$ cat config.mk
export PLATFORM = sky130hd
export DESIGN_NAME = uart_word_rx_ctrl
export DESIGN_NICKNAME = d
export VERILOG_FILES = /design/src/rtl/uart_word_rx_ctrl.sv
export SDC_FILE = /design/constraint.sdc
export NUM_CORES = 1
export LEC_CHECK = 0
export ABC_AREA = 0
export CELL_PAD_IN_SITES_DETAIL_PLACEMENT = 1
export CELL_PAD_IN_SITES_GLOBAL_PLACEMENT = 1
export CORE_ASPECT_RATIO = 1.75
export CORE_UTILIZATION = 25
export CTS_CLUSTER_SIZE = 40
export DETAILED_ROUTE_END_ITERATION = 16
export PLACE_DENSITY_LB_ADDON = 0.12
export SYNTH_ARGS = -nofsm -noshare
export SYNTH_HDL_FRONTEND = slang
export SYNTH_SLANG_ARGS = --single-unit
$ cat constraint.sdc
create_clock -name clk -period 1.7 [get_ports clk]
set_input_delay 0.34 -clock clk [delete_from_list [all_inputs] [get_ports clk]]
set_output_delay 0.34 -clock clk [all_outputs]
set_load 0.02 [all_outputs]
$ cat src/rtl/uart_word_rx_ctrl.sv
// uart_word_rx_ctrl: pairs UART bytes into 16-bit words {high, low} and
// presents them on a valid/ready handshake.
// Errors are flagged with sticky bits. A bad byte in IDLE or HIGH
// resynchronises the pairing by going back to IDLE.
// Optional feature macro: WORD_TIMEOUT_EN. When it is defined, a low byte
// whose high byte does not arrive within TIMEOUT_CYCLES clocks is dropped.
module uart_word_rx_ctrl #(
  parameter int TIMEOUT_CYCLES = 1000,
  parameter int TO_W           = 16
) (
  input  logic        clk,
  input  logic        reset,
  input  logic [7:0]  rx_data,
  input  logic        rx_valid,
  input  logic        rx_ferror,
  input  logic        rx_perror,
  input  logic        word_ready,
  input  logic        err_clr,
  output logic [15:0] word_out,
  output logic        word_valid,
  output logic        busy,
  output logic        error,
  output logic        overrun,
  output logic        timeout
);

  typedef enum logic [1:0] {
    ST_IDLE = 2'd0,
    ST_HIGH = 2'd1,
    ST_HOLD = 2'd2
  } state_t;

  state_t      state_q, state_d;
  logic [7:0]  low_q, low_d;
  logic [15:0] word_q, word_d;
  logic        error_q, error_d;
  logic        overrun_q, overrun_d;
  logic        err_set, ovr_set, to_set;
  logic        good_strobe, bad_strobe;

  assign good_strobe = rx_valid & ~rx_ferror & ~rx_perror;
  assign bad_strobe  = rx_valid & (rx_ferror | rx_perror);

`ifdef WORD_TIMEOUT_EN
  localparam logic [TO_W-1:0] TO_LAST = TO_W'(TIMEOUT_CYCLES - 1);
  logic [TO_W-1:0] cnt_q, cnt_d;
  logic            timeout_q, timeout_d;
`endif

  // Next-state, datapath and flag-set logic for the pairing FSM
  always_comb begin
    state_d = state_q;
    low_d   = low_q;
    word_d  = word_q;
    err_set = 1'b0;
    ovr_set = 1'b0;
    to_set  = 1'b0;
`ifdef WORD_TIMEOUT_EN
    cnt_d   = cnt_q;
`endif
    case (state_q)
      ST_IDLE: begin
        if (good_strobe) begin
          low_d   = rx_data;
          state_d = ST_HIGH;
        end else if (bad_strobe) begin
          err_set = 1'b1;
        end
      end
      ST_HIGH: begin
        if (good_strobe) begin
          word_d  = {rx_data, low_q};
          state_d = ST_HOLD;
        end else if (bad_strobe) begin
          // Discard the partial word and resynchronise.
          err_set = 1'b1;
          low_d   = 8'h00;
          state_d = ST_IDLE;
        end
`ifdef WORD_TIMEOUT_EN
        // A strobe on the expiry cycle was handled above and wins.
        else if (cnt_q == TO_LAST) begin
          to_set  = 1'b1;
          low_d   = 8'h00;
          state_d = ST_IDLE;
        end else begin
          cnt_d = cnt_q + 1'b1;
        end
`endif
      end
      ST_HOLD: begin
        if (bad_strobe) begin
          err_set = 1'b1;
        end
        if (word_ready) begin
          if (good_strobe) begin
            // The held word is consumed and this byte starts the next word.
            low_d   = rx_data;
            state_d = ST_HIGH;
          end else begin
            state_d = ST_IDLE;
          end
        end else if (good_strobe) begin
          ovr_set = 1'b1;
        end
      end
      default: begin
        state_d = ST_IDLE;
      end
    endcase
`ifdef WORD_TIMEOUT_EN
    // The counter restarts every time HIGH is entered.
    if (state_d == ST_HIGH && state_q != ST_HIGH) begin
      cnt_d = '0;
    end
`endif
    // When a set and a clear arrive together, the set wins.
    error_d   = (error_q & ~err_clr) | err_set;
    overrun_d = (overrun_q & ~err_clr) | ovr_set;
  end

  // FSM state, byte latch, word register and sticky flags
  always_ff @(posedge clk or negedge reset) begin
    if (!reset) begin
      state_q   <= ST_IDLE;
      low_q     <= 8'h00;
      word_q    <= 16'h0000;
      error_q   <= 1'b0;
      overrun_q <= 1'b0;
    end else begin
      state_q   <= state_d;
      low_q     <= low_d;
      word_q    <= word_d;
      error_q   <= error_d;
      overrun_q <= overrun_d;
    end
  end

`ifdef WORD_TIMEOUT_EN
  // Timeout counter and sticky timeout flag
  always_comb begin
    timeout_d = (timeout_q & ~err_clr) | to_set;
  end

  // Timeout counter and sticky timeout flag registers
  always_ff @(posedge clk or negedge reset) begin
    if (!reset) begin
      cnt_q     <= '0;
      timeout_q <= 1'b0;
    end else begin
      cnt_q     <= cnt_d;
      timeout_q <= timeout_d;
    end
  end

  assign timeout = timeout_q;
`else
  // The timeout parameters have no effect in this build. The comparison is
  // always false, so timeout stays tied low. It only references the
  // parameters so they are not reported as unused.
  assign timeout = to_set & (TIMEOUT_CYCLES < 0) & (TO_W < 0);
`endif

  assign word_out   = word_q;
  assign word_valid = (state_q == ST_HOLD);
  assign busy       = (state_q != ST_IDLE);
  assign error      = error_q;
  assign overrun    = overrun_q;

endmodule

# [Yosys cells after proc, flatten, opt, wreduce, memory -nomap -nowiden]
# Index checks and enable logic that the tools add are counted.
# W data, S select, Z words.
[word_totals] ff_bits=28 wordCells=47 output_inout_bits=21 ram_bits=0 n_memories=0 rom_bits=0 latchBits=0
[classes] muxes=17 bitwise=11 n_eq_ne=7 div=0 n_shift=0 reduce_logical=7 n_addsub=0 order_cmp=0 multipliers=0
[ops] cell="$mux W8" count=4
[ops] cell="$pmux W8 S3" count=1
[ops] cell="$mux W2" count=4
[ops] cell="$ne A2 B2 Y1 const B" count=4
[ops] cell="$mux W1" count=6
[ops] cell="$pmux W2 S3" count=1
[ops] cell="$and A1 B1 Y1" count=5
[ops] cell="$reduce_and A4 Y1" count=1
[ops] cell="$ne A3 B3 Y1 const B" count=1
[ops] cell="$not A1 Y1" count=3
[ops] cell="$or A1 B1 Y1" count=3
[ops] cell="$reduce_and A3 Y1" count=1
[ops] cell="$reduce_bool A3 Y1" count=1
[ops] cell="$eq A2 B1 Y1 const B" count=1
[ops] cell="$eq A2 B2 Y1 const B" count=1
[ops] cell="$logic_not A2 Y1" count=1
[ops] cell="$pmux W1 S2" count=1
[ops] cell="$reduce_and A2 Y1" count=1
[ops] cell="$reduce_bool A2 Y1" count=1
[ops] cell="$reduce_or A2 Y1" count=1

# [Depth between registers and ports, before layout]
# Gate-level depths: netlist (run 1).
[depth] depth_word=7 ltp_mapped=4

# [Worst setup path after synthesis (run 1)]
# Ideal clock, no wire load.
[synth_timing] path_kind="input-to-reg" startpoint="in rx_ferror" endpoint="reg word_q[0] (netlist: word_out[0])" t_arrival_ns=1.274 t_required_ns=1.575 n_path_buf=1 setup_time_ns=0.125 stages=4 slack_ns=0.301 path_cell_list="nor3b_4 > nand2_4 > buf_6 > mux2_4"
[synth_via] elab_chain_cells=4
[synth_rtl] element="start: declaration" line="15" text="input logic rx_ferror,"
[synth_rtl] element="$not A1 Y1" line="41" text="assign good_strobe = rx_valid & ~rx_ferror & ~rx_perror;"
[synth_rtl] element="$and A1 B1 Y1 (2 in series)" line="41"
[synth_rtl] element="$reduce_and A2 Y1 (no source line)"
[synth_rtl] element="end signal: assignment" line="133" text="word_q <= word_d;"
[synth_rtl] element="end: declaration" line="35" text="logic [15:0] word_q, word_d;"
# Every way passes these cells.
# A chain may end at the register's enable or synchronous reset.

# [Final worst setup path (run 1)]
[layout_timing] startpoint="reg state_q[0]" endpoint="out busy"
[layout_via] elab_chain_cells=1
[layout_rtl] element="start: declaration" line="33" text="state_t state_q, state_d;"
[layout_rtl] element="start signal: assignment" line="131" text="state_q <= state_d;"
[layout_rtl] element="$reduce_bool A2 Y1" line="166" text="assign busy = (state_q != ST_IDLE);"
[layout_rtl] element="end: declaration" line="21" text="output logic busy,"
# Every way passes these cells.

==> run summary, run 1 <==
Outcome: finished clean
Slowest stage delay, CP: 0.42 ns
Die Wd: 56.6 um
CTS tree: done
Buffers & Inverters on Critical Path: 1
DP Cell Count: 192
Max Transition Viols Final: 0
Mux contribution to synthesized area: 16.4%
Port Buffers: 34
Min Tclk post-route: 1.63 ns
Drt initial violations: 14
Worst R2R Setup Slack: 0.15 ns
Reg-to-reg endpoint: word_out[4]
Synth area leader: dfrtp_1
Highest clock rate: 613 MHz
P_leak: 0.808 nW
H-tree depth: 1
FP Rows: 34
Largest family of logic cells by synthesized area: multiplexers
Peak VDD IR: 0.000723 V
CTS Buf Count: 3
Post-synthesis compound-gate area fraction: 11.4%
Max-cap violation count: 0
Reg2reg path depth: 4
Total GRT Usage: 12.3%
Max transition margin: 55.4%
Router iterations before antenna repair: 2
DRT antenna net count: 0
Yosys warns: 0
Avg Cell Area, Syn: 12.5 um2
DR DRC count: 0
First-pass GRT wire length: 5.35 mm
Gpl congestion: 0.716
Vias/cell: 4.81
Crit-path cells: or2_2, dlygate4sd2_1
Syn nets: 119
Nets: 158
Grt ovf: 0
I/O pins: 36
Share of layout cells above drive strength 1: 21.8%
Crit path from: state_q[0]
HP Class: in -> async
Vias in the first global route: 1116
Initial Utilization: 26.2%
Clock root buffer: clkbuf_8
Die area: 5520 um2
Post-route insts no fill: 196
# setup viols final: 0
Arrival time of the worst setup path: 1.29 ns
Die Ht: 97.6 um
Share of async-settable or async-resettable flops after synthesis: 100%
Top-area cell type share of the netlist area: 53.7%
Dominant cells by area after synthesis: dfrtp_1 (54%), mux2_4 (10%), o211ai_1 (9.2%), mux2_2 (6.0%), nand4b_1 (5.4%)
# fillers: 530
Post-Syn Area: 1310 um2
CTS Hold Bufs: 0
Worst EP required: 1.36 ns
Crit-path max FO: 3
R2r startpoint: state_q[0]
Routed len/inst: 15.9 um
Worst Max-Slew Pin Slew: 0.667 ns
WL final: 3.11 mm
DPL Wire Length: 2.33 mm
Sequential cell area fraction in the yosys report: 53.7%
Distinct cells, synth: 21
Synthesis-stage register bit count: 28
Final Hold Vio Count: 0
Final worst-path cycle share: 96.0%
Core area: 4980 um2
Crit. End Element: primary output
Unrepaired setup endpoints after global routing: false
Largest buffer count on any clock path: 2
Synth Instances: 104
Synth Area in Adders: 0%
Hold_ws: 0.449 ns
Clk_lat worst skew: 0.27 ns
Synth Area in XOR/XNOR: 0%
Family with the most delay on the worst path: flip-flops
Post-synthesis simple-gate area fraction: 12.5%
Dominant synthesized flop cell: dfrtp_1
CP startpoint kind: register
Reg clk slew, reported paths: 0.10 ns
CP Class: reg -> out
Antenna Cells: 0
Final worst clock skew: 0.00352 ns
Area grow syn2layout: 38.8%
Largest net degree at the start of global routing: 29
Clock sink count: 28
Levels on crit path: 2
Post-synth EDFFs: 0
Vias: 943
Slowest CP cell: dfrtp_1
Initial antenna violation count: 0
Pwr dens: 1240 nW/um2
-- area by class of cell --
| class | instances | area [um2] | area share (%) |
|---|---|---|---|
| inverters | 10 | 37.5 | 2.07 |
| repair buffers | 41 | 403 | 22.2 |
| multi-input cells | 59 | 532 | 29.4 |
| clock buffers | 3 | 41.3 | 2.28 |
| clock inverters | 1 | 30.0 | 1.66 |
| flip-flops and latches | 28 | 701 | 38.7 |
| well taps | 54 | 67.6 | 3.73 |
-- registers in the layout (all words and copies together), names as in the netlist --
register	count
low_q	8
error	1
overrun	1
word_out	16
state_q	2
-- cell usage after synthesis (2+ instances only) --
cell      instances
nand4b_1          8
dfrtp_1          28
nand2b_1          3
o22ai_1           2
mux2_2            7
nor2b_1           3
inv_1            10
nand2_1           4
mux2_4            9
o211ai_1         16
clkbuf_1          4
-- report_power, final --
part | switching [mW] | internal, mW
combinational | 0.335 | 0.441
sequential | 0.107 | 0.840
clock | 0.211 | 0.315
-- worst max-delay path by stage --
stage | end | slack, ns
after CTS | busy | 0.05
after detailed placement | word_out[4] | -0.10
final | busy | 0.07
after global routing | busy | 0.03
after global placement | word_out[4] | -0.06
after floorplan | word_out[0] | 0.30
-- metrics by stage --
step | setup TNS, ns | power, mW | worst slack (ns) | instance area [um2] | util (%)
finish | 0 | 2.25 | 0.0688 | 1810 | 36.4
CTS | 0 | 2.30 | 0.0495 | 1810 | 36.3
detailed placement | -1.48 | 1.75 | -0.101 | 1740 | 35.0
global placement | -0.854 | 1.74 | -0.0629 | 1740 | 35.0
global route | 0 | 2.38 | 0.0259 | 1810 | 36.4
floorplan | 0 | 1.36 | 0.301 | 1310 | -
-- kinds of logic after synthesis --
| kind of cell | Yosys count |
|---|---|
| flops | 28 |
| simple gates | 22 |
| compound gates | 20 |
| buf+inv | 17 |
| mux | 16 |
| other cells | 1 |
-- metal layers --
| layer | GRT usage [%] | up-vias | wire, um |
|---|---|---|---|
| met2 | 22.4 | 21 | 1740 |
| met5 | 0 | - | 0 |
| li1 | - | 445 | - |
| met4 | 5.07 | 0 | 31 |
| met3 | 1.86 | 2 | 113 |
| met1 | 13.7 | 475 | 1230 |
-- placed cells by master, fill, tap and decap left out, drive strengths merged, types with 2 or more instances in the layout --
master / instances
buf: 7
clkbuf: 3
clkdlybuf4s50: 32
dfrtp: 28
dlygate4sd2: 2
inv: 10
mux2: 16
nand2: 5
nand2b: 3
nand4b: 8
nor2b: 3
o211ai: 16
o22ai: 2
-- timing repair --
action,4_1_cts,5_1_grt
setup endpoints to repair,2,3
buffers inserted,0,0
resized for setup,2,1
cloned,0,0
Note: power is estimated with default switching activity, not from simulation.
==> inputs of run 2 (changes only) <==
Settings changed: CORE_ASPECT_RATIO 1.75 to not set, DONT_BUFFER_PORTS set to 1.
==> run summary, run 2 (same netlist as run 1, synthesis figures left out) <==
Final Hold Vio Count: 0 (unchanged)
Max-cap violation count: 0 (unchanged)
Pwr dens: 1330 nW/um2 (+6.7%)
Final Instance Area: 1480 um2 (-18%)
Largest net degree at the start of global routing: 29 (unchanged)
Crit-path max FO: 12 (+9)
Core area: 4880 um2 (-2.0%)
Peak VDD IR: 0.000404 V (-44%)
Min Tclk post-route: 1.58 ns (-0.0489 ns)
Largest buffer count on any clock path: 2 (unchanged)
First-pass GRT wire length: 4.54 mm (-15%)
Router iterations before antenna repair: 2 (unchanged)
CTS Buf Count: 3 (unchanged)
Max FFs per register: 16 (unchanged)
CTS Hold Bufs: 2 (+2)
Post-route insts no fill: 174 (-11%)
Final worst-path cycle share: 93.1% (-2.9 points)
Unrepaired setup endpoints after global routing: false
Drt initial violations: 30 (+16)
DR DRC count: 0 (unchanged)
P_leak: 0.667 nW (-17%)
Slowest stage delay, CP: 0.40 ns (-0.02 ns)
Final worst clock skew: 0.00330 ns (-0.000226 ns)
Family with the most delay on the worst path: flip-flops
Most frequent cells in the layout: dfrtp_1 (28), o211ai_1 (16), inv_1 (10), mux2_4 (9), nand4b_1 (8)
Placed cell areas: 1380 um2 (-21%)
DPL Wire Length: 1.96 mm (-16%)
WL final: 2.77 mm (-11%)
Grt ovf: 0 (unchanged)
Hold_ws: 0.152 ns (-0.297 ns)
Highest clock rate: 632 MHz (+3.1%)
Die area: 5510 um2 (-0.20%)
Slowest CP cell: dfrtp_1
HP Class: in -> reg
Crit-path cells: buf_4, nor2b_1
M2 GR Usage: 17.3% (-5.2 points)
# fillers: 557 (+5.1%)
Post-CTS Resized: 0 (-2)
Max transition margin: 57.3% (+1.8 points)
Area grow syn2layout: 13.6%
Antenna Cells: 0 (unchanged)
DRT antenna net count: 0 (unchanged)
Total power: 1.97 mW (-13%)
I/O pins: 36 (unchanged)
Initial antenna violation count: 0 (unchanged)
DP Cell Count: 168 (-13%)
CP Class: reg -> out
Initial Utilization: 26.7% (+0.52 points)
Vias in the first global route: 891 (-20%)
Nets: 123 (-22%)
Die Wd: 74.3 um (+31%)
Die Ht: 74.3 um (-24%)
Crit. End Element: primary output
Gpl congestion: 0.720 (+0.52%)
H-tree depth: 1 (unchanged)
Worst EP required: 1.36 ns (about the same)
Reg clk slew, reported paths: 0.10 ns (about the same)
Number of setup buffers added after CTS: 0 (unchanged)
Critical hold path startpoint: err_clr
Commonest non-fill, non-tap cell in the layout: dfrtp_1
# setup viols final: 0 (unchanged)
Vias/cell: 4.67 (-3.0%)
GR peak layer: met2
Arrival time of the worst setup path: 1.24 ns (-0.05 ns)
Clk_lat worst skew: 0.27 ns (about the same)
Worst Max-Slew Pin Slew: 0.640 ns (-0.0274 ns)
Clock sink count: 28 (unchanged)
R2r startpoint: state_q[1]
Port Buffers: 0 (-100%)
CP startpoint kind: register
Vias: 812 (-14%)
Routed len/inst: 15.9 um (+0.20%)
Met1 Use GR: 14.7% (+0.99 points)
Total GRT Usage: 11.1% (-1.2 points)
Outcome: finished clean
Buffers & Inverters on Critical Path: 1 (unchanged)
CTS tree: done
Clock root buffer: clkbuf_8
Crit path from: state_q[0]
Setup TNS: 0 ns (unchanged)
Max Transition Viols Final: 0 (unchanged)
FP Rows: 25 (-26%)
Met3 GRT Util: 3.25% (+1.4 points)
Share of layout cells above drive strength 1: 26.2% (+4.3 points)
[run 2: layer usage]
layer | up-vias | share of wire, %
li1 | 374 | -
met1 | 413 | 46
met2 | 23 | 48
met3 | 2 | 5.1
met4 | 0 | 0.79
met5 | - | 0
[run 2: final timing paths]
path / end / slack [ns] / cells past startpoint
worst min register to register: word_out[2] / 0.56 / 1
min in group asynchronous: word_out[2] / 0.49 / 2
worst min-delay path: overrun / 0.15 / 1
max in group asynchronous: word_out[11] / 1.04 / 2
worst max-delay path: word_valid / 0.12 / 2
worst max register to register: word_out[0] / 0.28 / 3
[run 2: area by class of cell]
| type | instances | area (um2) | area share (%) |
|---|---|---|---|
| clock buffers | 3 | 41.3 | 2.78 |
| clock inverters | 1 | 30.0 | 2.03 |
| inverters | 10 | 37.5 | 2.53 |
| multi-input cells | 59 | 529 | 35.7 |
| flip-flops and latches | 28 | 701 | 47.3 |
| well taps | 67 | 83.8 | 5.65 |
| repair buffers | 6 | 60.1 | 4.05 |
[run 2: worst reg2reg max path: cells and delay by family (launching register included)]
| family | cells | cell delay, ns |
|---|---|---|
| flip-flops | 1 | 0.44 |
| AND/OR/NAND/NOR | 2 | 0.51 |
| multiplexers | 1 | 0.36 |
[run 2: where the power goes]
group | switching, mW | total [mW] | internal (mW)
Combinational | 0.106 | 0.301 | 0.195
Sequential | 0.291 | 1.13 | 0.840
Clock | 0.218 | 0.534 | 0.315
Total | 0.616 | 1.97 | 1.35
[run 2: through the flow]
step | worst slack (ns) | utilization (%)
2_1_floorplan | 0.301 | -
3_3_place_gp | 0.305 | 28.3
3_5_place_dp | 0.286 | 28.3
4_1_cts | 0.103 | 30.4
5_1_grt | 0.0691 | 30.4
6_report | 0.118 | 30.4
